--- config.mk ---
export PLATFORM = sky130hd
export DESIGN_NAME = rcc_cfg_regs
export DESIGN_NICKNAME = d
export VERILOG_FILES = /design/src/rtl/rcc_cfg_regs.sv
export SDC_FILE = /design/constraint.sdc
export NUM_CORES = 1
export LEC_CHECK = 0
export BUFFER_PORTS_ARGS = -buffer_cell sky130_fd_sc_hd__buf_4
export CAP_MARGIN = 20
export CORE_MARGIN = 1
export CORE_UTILIZATION = 40
export DETAILED_ROUTE_END_ITERATION = 12
export SKIP_LAST_GASP = 1
export SYNTH_ARGS = -nofsm -noshare
export SYNTH_HDL_FRONTEND = slang
export SYNTH_SLANG_ARGS = --single-unit
export TNS_END_PERCENT = 10
--- constraint.sdc ---
create_clock -name HCLK -period 3.8 [get_ports HCLK]
set_input_delay 0.76 -clock HCLK [delete_from_list [all_inputs] [get_ports HCLK]]
set_output_delay 0.76 -clock HCLK [all_outputs]
set_load 0.05 [all_outputs]
--- src/rtl/rcc_cfg_regs.sv ---
// rcc_cfg_regs
// ------------------------------------------------------------------------
// AHB-Lite register bank feeding the reset/clock controller. Software
// stages three clock-divider ratios and then commits them all together to
// the active outputs. A settle window follows each commit and reports BUSY.
// The bank also drives APB_ACTIVE, the PCLKG gate enable. It follows bridge
// activity with a programmable idle timeout, or software can force it on.
//
// Register map (word index = HADDR[4:2], HADDR[7:5] must be zero):
//   0x00 PDIV_STG   staged PCLK/PCLKG ratio (low SCALE1 bits)
//   0x04 TDIV_STG   staged TIMCLK ratio     (low SCALE2 bits)
//   0x08 WDIV_STG   staged WDOGCLK ratio    (low SCALE3 bits)
//   0x0C CTRL       [0] COMMIT (write-1, reads 0) [1] APB_AUTO [2] APB_FORCE
//   0x10 STATUS     [0] BUSY [1] APB_ACTIVE [2] COMMIT_DROP (W1C)
//   0x14 IDLE_TMO   idle timeout for APB_ACTIVE in auto mode
//   other          read 0, writes ignored, response always OKAY
//
// Commit FSM:
//   state     | meaning
//   ST_IDLE   | ratios stable, a COMMIT write copies staged -> active
//   ST_SETTLE | settle window after a commit; BUSY=1, APB_ACTIVE held 0,
//             | further COMMIT writes are dropped and flagged
//
// Ports:
//   HCLK, RST                     clock, asynchronous active-high reset
//   HSEL..HREADY                  AHB-Lite slave inputs
//   HRDATA, HREADYOUT, HRESP      AHB-Lite slave outputs (zero wait, OKAY)
//   APB_REQ                       bridge has an APB transfer pending
//   PCLK_PCLKG_DIV, TIMCLK_DIV,
//   WDOGCLK_DIV                   active divider ratios
//   APB_ACTIVE                    PCLKG gate enable (registered)
// ------------------------------------------------------------------------
module rcc_cfg_regs #(
    parameter int SCALE1        = 8,
    parameter int SCALE2        = 8,
    parameter int SCALE3        = 8,
    parameter int DEF_DIV       = 2,
    parameter int SETTLE_CYCLES = 16,
    parameter int TMO_W         = 8
) (
    input  logic              HCLK,
    input  logic              RST,
    input  logic              HSEL,
    input  logic [7:0]        HADDR,
    input  logic [1:0]        HTRANS,
    input  logic              HWRITE,
    input  logic [2:0]        HSIZE,
    input  logic [31:0]       HWDATA,
    input  logic              HREADY,
    output logic [31:0]       HRDATA,
    output logic              HREADYOUT,
    output logic              HRESP,
    input  logic              APB_REQ,
    output logic [SCALE1-1:0] PCLK_PCLKG_DIV,
    output logic [SCALE2-1:0] TIMCLK_DIV,
    output logic [SCALE3-1:0] WDOGCLK_DIV,
    output logic              APB_ACTIVE
);

    localparam int CNT_W = (SETTLE_CYCLES > 1) ? $clog2(SETTLE_CYCLES) : 1;
    localparam logic [CNT_W-1:0] SETTLE_LOAD = CNT_W'(SETTLE_CYCLES - 1);

    localparam logic [2:0] IDX_PDIV   = 3'd0;
    localparam logic [2:0] IDX_TDIV   = 3'd1;
    localparam logic [2:0] IDX_WDIV   = 3'd2;
    localparam logic [2:0] IDX_CTRL   = 3'd3;
    localparam logic [2:0] IDX_STATUS = 3'd4;
    localparam logic [2:0] IDX_TMO    = 3'd5;

    typedef enum logic {
        ST_IDLE,
        ST_SETTLE
    } state_t;

    // Bus data-phase tracking
    logic             dp_valid_q, dp_valid_d;
    logic             dp_write_q, dp_write_d;
    logic [5:0]       dp_addr_q,  dp_addr_d;

    // Configuration / status
    logic [SCALE1-1:0] pdiv_stg_q, pdiv_stg_d;
    logic [SCALE2-1:0] tdiv_stg_q, tdiv_stg_d;
    logic [SCALE3-1:0] wdiv_stg_q, wdiv_stg_d;
    logic [SCALE1-1:0] pdiv_act_q, pdiv_act_d;
    logic [SCALE2-1:0] tdiv_act_q, tdiv_act_d;
    logic [SCALE3-1:0] wdiv_act_q, wdiv_act_d;
    logic              ctrl_auto_q,  ctrl_auto_d;
    logic              ctrl_force_q, ctrl_force_d;
    logic [TMO_W-1:0]  idle_tmo_q,   idle_tmo_d;
    logic              commit_drop_q, commit_drop_d;

    // Commit FSM and APB activity tracking
    state_t            state_q, state_d;
    logic [CNT_W-1:0]  settle_cnt_q, settle_cnt_d;
    logic [TMO_W-1:0]  idle_cnt_q, idle_cnt_d;
    logic              apb_active_q, apb_active_d;

    // Decode helpers
    logic              addr_accept;
    logic              wr_en;
    logic              rd_en;
    logic              in_map;
    logic [2:0]        reg_idx;
    logic              wr_ctrl;
    logic              wr_status;
    logic              commit_req;
    logic              auto_active;
    logic              busy;
    logic [31:0]       rdata;

    // Inputs that carry no information for this slave (32-bit only,
    // word-aligned, SEQ/NONSEQ treated alike).
    logic              unused_inputs;
    assign unused_inputs = ^{HSIZE, HADDR[1:0], HTRANS[0], HWDATA};

    // --------------------------------------------------------------------
    // AHB address/data phase
    // --------------------------------------------------------------------
    assign addr_accept = HSEL & HTRANS[1] & HREADY;

    always_comb begin
        dp_valid_d = dp_valid_q;
        dp_write_d = dp_write_q;
        dp_addr_d  = dp_addr_q;
        if (HREADY) begin
            dp_valid_d = addr_accept;
            if (addr_accept) begin
                dp_write_d = HWRITE;
                dp_addr_d  = HADDR[7:2];
            end
        end
    end

    assign in_map  = (dp_addr_q[5:3] == 3'b000);
    assign reg_idx = dp_addr_q[2:0];
    // A write lands on the edge that ends its data phase.
    assign wr_en   = dp_valid_q & dp_write_q & HREADY & in_map;
    assign rd_en   = dp_valid_q & ~dp_write_q & in_map;

    assign wr_ctrl    = wr_en & (reg_idx == IDX_CTRL);
    assign wr_status  = wr_en & (reg_idx == IDX_STATUS);
    assign commit_req = wr_ctrl & HWDATA[0];

    // --------------------------------------------------------------------
    // Software-visible registers
    // --------------------------------------------------------------------
    always_comb begin
        pdiv_stg_d   = pdiv_stg_q;
        tdiv_stg_d   = tdiv_stg_q;
        wdiv_stg_d   = wdiv_stg_q;
        ctrl_auto_d  = ctrl_auto_q;
        ctrl_force_d = ctrl_force_q;
        idle_tmo_d   = idle_tmo_q;
        if (wr_en) begin
            case (reg_idx)
                IDX_PDIV: pdiv_stg_d = HWDATA[SCALE1-1:0];
                IDX_TDIV: tdiv_stg_d = HWDATA[SCALE2-1:0];
                IDX_WDIV: wdiv_stg_d = HWDATA[SCALE3-1:0];
                IDX_CTRL: begin
                    ctrl_auto_d  = HWDATA[1];
                    ctrl_force_d = HWDATA[2];
                end
                IDX_TMO:  idle_tmo_d = HWDATA[TMO_W-1:0];
                default:  ;
            endcase
        end
    end

    // --------------------------------------------------------------------
    // Commit FSM
    // --------------------------------------------------------------------
    always_comb begin
        state_d       = state_q;
        settle_cnt_d  = settle_cnt_q;
        pdiv_act_d    = pdiv_act_q;
        tdiv_act_d    = tdiv_act_q;
        wdiv_act_d    = wdiv_act_q;
        commit_drop_d = commit_drop_q;

        if (wr_status && HWDATA[2]) begin
            commit_drop_d = 1'b0;
        end

        case (state_q)
            ST_IDLE: begin
                if (commit_req) begin
                    state_d      = ST_SETTLE;
                    settle_cnt_d = SETTLE_LOAD;
                    // A zero ratio would stall the divider; coerce to 1.
                    pdiv_act_d = (pdiv_stg_q == '0) ? SCALE1'(1) : pdiv_stg_q;
                    tdiv_act_d = (tdiv_stg_q == '0) ? SCALE2'(1) : tdiv_stg_q;
                    wdiv_act_d = (wdiv_stg_q == '0) ? SCALE3'(1) : wdiv_stg_q;
                end
            end
            ST_SETTLE: begin
                if (commit_req) begin
                    commit_drop_d = 1'b1;
                end
                if (settle_cnt_q == '0) begin
                    state_d = ST_IDLE;
                end else begin
                    settle_cnt_d = settle_cnt_q - 1'b1;
                end
            end
            default: state_d = ST_IDLE;
        endcase
    end

    assign busy = (state_q == ST_SETTLE);

    // --------------------------------------------------------------------
    // APB_ACTIVE generation
    // --------------------------------------------------------------------
    // The idle counter sits at IDLE_TMO until a countdown is in progress,
    // so a re-asserted APB_REQ always restarts the full timeout.
    always_comb begin
        auto_active = 1'b0;
        idle_cnt_d  = idle_tmo_q;
        if (APB_REQ) begin
            auto_active = 1'b1;
        end else if (apb_active_q && (idle_cnt_q != '0)) begin
            auto_active = 1'b1;
            idle_cnt_d  = idle_cnt_q - 1'b1;
        end
    end

    always_comb begin
        apb_active_d = 1'b0;
        if (state_d == ST_SETTLE) begin
            apb_active_d = 1'b0;
        end else if (ctrl_force_q) begin
            apb_active_d = 1'b1;
        end else if (ctrl_auto_q) begin
            apb_active_d = auto_active;
        end
    end

    // --------------------------------------------------------------------
    // Read mux (combinational from the registered data-phase address)
    // --------------------------------------------------------------------
    always_comb begin
        rdata = 32'h0;
        if (rd_en) begin
            case (reg_idx)
                IDX_PDIV:   rdata = 32'(pdiv_stg_q);
                IDX_TDIV:   rdata = 32'(tdiv_stg_q);
                IDX_WDIV:   rdata = 32'(wdiv_stg_q);
                IDX_CTRL:   rdata = {29'h0, ctrl_force_q, ctrl_auto_q, 1'b0};
                IDX_STATUS: rdata = {29'h0, commit_drop_q, apb_active_q, busy};
                IDX_TMO:    rdata = 32'(idle_tmo_q);
                default:    rdata = 32'h0;
            endcase
        end
    end

    // --------------------------------------------------------------------
    // State registers
    // --------------------------------------------------------------------
    always_ff @(posedge HCLK or posedge RST) begin
        if (RST) begin
            dp_valid_q    <= 1'b0;
            dp_write_q    <= 1'b0;
            dp_addr_q     <= '0;
            pdiv_stg_q    <= SCALE1'(DEF_DIV);
            tdiv_stg_q    <= SCALE2'(DEF_DIV);
            wdiv_stg_q    <= SCALE3'(DEF_DIV);
            pdiv_act_q    <= SCALE1'(DEF_DIV);
            tdiv_act_q    <= SCALE2'(DEF_DIV);
            wdiv_act_q    <= SCALE3'(DEF_DIV);
            ctrl_auto_q   <= 1'b1;
            ctrl_force_q  <= 1'b0;
            idle_tmo_q    <= '0;
            commit_drop_q <= 1'b0;
            state_q       <= ST_IDLE;
            settle_cnt_q  <= '0;
            idle_cnt_q    <= '0;
            apb_active_q  <= 1'b0;
        end else begin
            dp_valid_q    <= dp_valid_d;
            dp_write_q    <= dp_write_d;
            dp_addr_q     <= dp_addr_d;
            pdiv_stg_q    <= pdiv_stg_d;
            tdiv_stg_q    <= tdiv_stg_d;
            wdiv_stg_q    <= wdiv_stg_d;
            pdiv_act_q    <= pdiv_act_d;
            tdiv_act_q    <= tdiv_act_d;
            wdiv_act_q    <= wdiv_act_d;
            ctrl_auto_q   <= ctrl_auto_d;
            ctrl_force_q  <= ctrl_force_d;
            idle_tmo_q    <= idle_tmo_d;
            commit_drop_q <= commit_drop_d;
            state_q       <= state_d;
            settle_cnt_q  <= settle_cnt_d;
            idle_cnt_q    <= idle_cnt_d;
            apb_active_q  <= apb_active_d;
        end
    end

    // --------------------------------------------------------------------
    // Outputs
    // --------------------------------------------------------------------
    assign HRDATA         = rdata;
    assign HREADYOUT      = 1'b1;
    assign HRESP          = 1'b0;
    assign PCLK_PCLKG_DIV = pdiv_act_q;
    assign TIMCLK_DIV     = tdiv_act_q;
    assign WDOGCLK_DIV    = wdiv_act_q;
    assign APB_ACTIVE     = apb_active_q;

endmodule

==> results.md <==
- Cell Chain, Critical Path: nor2b_1 -> buf_4 -> a2bb2oi_1 -> o21a_1 -> nor2_1 -> buf_4
- Reg clk slew, reported paths: approximately 0.090 ns
- Via count: 2519
- IO Pins: 110
- Synth Area in Adders: 1.248%
- Worst R2R Path Depth: 3
- Initial antenna violation count: 0
- Clock Power Share: 34.9%
- RD Place Congestion: about 0.77
- Synth-to-Final Area Change: 16.09%
- Wire length on met3: approximately 450 microns
- Hold Crit Class: in2async
- Postcts setup bufs: 0
- Cells after Synth: 325
- Critical path peak fanout: 18
- Power, Total: 2.037 mW
- Post-synth EDFFs: 0
- Internal: 1.446 mW
- Grt ovf: 0
- M1 WL: ~4000 microns
- Row count: 36
- # setup viols final: 0
- Endpoint class of the critical path: output pin
- Max Root-Sink Buffers: 2
- Worst vdd ir: 0.0001972 V
- Post-layout net count: roughly 430
- Seq/Total Area, Yosys: between 50% and 60%
- CP arrival: between 2 and 2.5 ns
- Dpl cell area: 4403 sq um
- Switching Fraction: 29.02%
- Mux cell area share after synthesis: a little under a quarter
- Xor and xnor area share after synthesis: about 1.5%
- Most common cell after layout, fill and taps aside: dfrtp_1
- Final HPWL DP: 5737 microns
- CTS Hold Bufs: 0
- Hold_ws: 0.3006 ns
- Pins Over Slew Limit: 0
- Largest net degree at the start of global routing: 59
- Outcome: finished, final reports clean
- Worst-Margin Slew: 0.7910 ns
- Die height: 102.1 microns
- Post-route minimum period: 2.954 ns
- Worst setup SP type: flip-flop
- Peak Freq: 0.3385 GHz
- Total GRT Usage: 17.57%
- DIE WIDTH: 102.1 microns
- Core Area: 9729 sq um
- Combinational power share: 16.0%
- Sequential share of power: between 40% and 50%
- Number of global-route vias before repair: 2537
- Sw Pwr: 591.2 uW
- Initial Util: ~41%
- Num CTS Buffers: 9
- Largest family of logic cells by synthesized area: multiplexers
- Synth Area in Simple Gates: ~8.7%
- Root Buffer: clkbuf_8
- CP Data Required Time: 3.04 ns
- CTS tree: done
- Hold Fails Final Rpt: 0
- Multi-input gate area: roughly 1700 sq um
- Setup TNS: 0 ns
- Slowest stage delay, CP: around 0.67 ns
- Synth Warn #: 0
- Layout cells sized above 1: 40.47%
- Setup clock skew after layout: 0.01131 ns
- MaxCap Viol Count: 0
- Crit Path Class: reg2out
- Routed Antenna Nets: 0
- Clk sink count: between 80 and 90
- Cell Area, Synth: 4011 sq um
- Distinct cells, synth: 44
- Slew Limit Headroom: 46.98%
- Final critical-path share of the clock period: 77.74%
- RSZ-0062 raised after global routing: no
- Slowest CP cell: dfrtp_1
- Post-cts resize count: 0
- Synth Area in Compound Gates: 6.207%
- LEAKAGE: 2.331 nW
- Layout Cell Area excl Fill: roughly 4700 sq um
- Clock latency on the worst-skew pair: 0.36 ns
- Ys flop type: dfrtp_1
- # fillers: approximately 900
- WL met2: between 3000 and 4000 microns
- Drt pass-1 iters: 4
- Flip-flop and latch count after synthesis: 81
- First-pass GRT wire length: approximately 13000 microns
- Synth Area per Inst: around 12 sq um
- Asr flop ratio synth: 100.0%
- Register area: 2036 sq um
- Detailed Route WL: approximately 8200 microns
- Power Density: about 440 nW/um^2
- Initial DRC count: 95
- Top Metal Used: met4
- Number of I/O port buffers: 53
- DRC viols: 0
- Ant diodes: 0
- Worst path most repeated cell: buf_4
- Post-DR wirelength/cell: 15.96 microns
- Die footprint: 10430 sq um
- Most frequent cells in the layout: dfrtp_1, buf_4, mux2_2
- Post-DR vias/cell: 4.882
- H-tree levels: 3
per-layer routing:
layer,up-vias,GRT usage (%)
met3,10,5.540
met2,92,25.92
li1,1187,-
met5,-,0
met1,1230,24.79
met4,0,5.055
stage by stage:
stage | setup WS (ns) | instances | utilization, %
after global placement | 1.250 | 499 | 45.25
final | 0.8458 | 516 | 47.87
after floorplan | 0.9013 | 349 | -
after detailed placement | 1.263 | 499 | 45.25
after CTS | 0.8533 | 515 | 47.58
after global routing | 0.6490 | 516 | 47.87
area by class of cell:
type | count | share of cell area, %
flip-flops and latches | 81 | 43.71
clock buffers | 10 | 2.955
well taps | 133 | 3.573
multi-input cells | 218 | 37.16
clock inverters | 6 | 1.908
repair buffers | 59 | 9.941
inverters | 9 | 0.7523
sequential cells by signal, indices dropped and copies added, names as in the netlist:
| name | cells |
|---|---|
| WDOGCLK_DIV | 8 |
| dp_addr_q | 6 |
| commit_drop_q | 1 |
| dp_valid_q | 1 |
| pdiv_stg_q | 8 |
| idle_tmo_q | 8 |
| dp_write_q | 1 |
| wdiv_stg_q | 8 |
| APB_ACTIVE | 1 |
| settle_cnt_q | 4 |
| TIMCLK_DIV | 8 |
| PCLK_PCLKG_DIV | 8 |
| tdiv_stg_q | 8 |
| ctrl_auto_q | 1 |
| idle_cnt_q | 8 |
| ctrl_force_q | 1 |
| busy | 1 |
cell usage after synthesis (5+ instances only):
master     instances  area share [%]
a21oi_1           10             1.2
a2bb2oi_1          5             1.1
buf_4             26             4.9
clkbuf_1           8            0.75
dfrtp_1           74              46
dfstp_2            7             4.6
inv_1              9            0.84
mux2_2            45              13
mux2_4            21             7.9
mux2i_1            8             2.0
nand2_1           14             1.3
nand3_1           13             1.6
nor2_1            19             1.8
nor3_1             6            0.75
o21a_1             7             1.3
o21ai_0            5            0.62
xor2_1             5             1.1
final timing paths:
check / startpoint / to / slack (ns)
max: dp_addr_q[1] / HRDATA[7] / 0.85
min: RST / settle_cnt_q[2] / 0.30
max reg2reg: dp_addr_q[1] / PCLK_PCLKG_DIV[4] / 1.45
min reg2reg: TIMCLK_DIV[0] / TIMCLK_DIV[0] / 0.49
max in group asynchronous: RST / PCLK_PCLKG_DIV[1] / 2.66
min in group HCLK: TIMCLK_DIV[0] / TIMCLK_DIV[0] / 0.49
power groups by stage:
stage	Sequential (mW)	Clock, mW	Combinational [mW]
final	1.00	0.711	0.326
after global routing	1.01	0.767	0.362
after CTS	1.00	0.728	0.325
after detailed placement	1.02	0	0.324
after global placement	1.01	0	0.320
after floorplan	0.983	0	0.283
critical path, delay by kind of cell (launching register included):
| kind | cells | cell delay (ns) |
|---|---|---|
| compound gates | 2 | 0.28 |
| buf+inv | 2 | 0.44 |
| flops | 1 | 0.67 |
| simple gates | 2 | 0.44 |
logic make-up after synthesis:
logic type                 after synthesis
adders and majority gates                4
AOI/OAI and AO/OA                       37
DFF                                     81
buffers and inverters                   50
and+or+nand+nor                         69
xor gates and xnor gates                 7
muxes                                   75
other                                    2
Note: power is estimated with default switching activity, not from simulation.
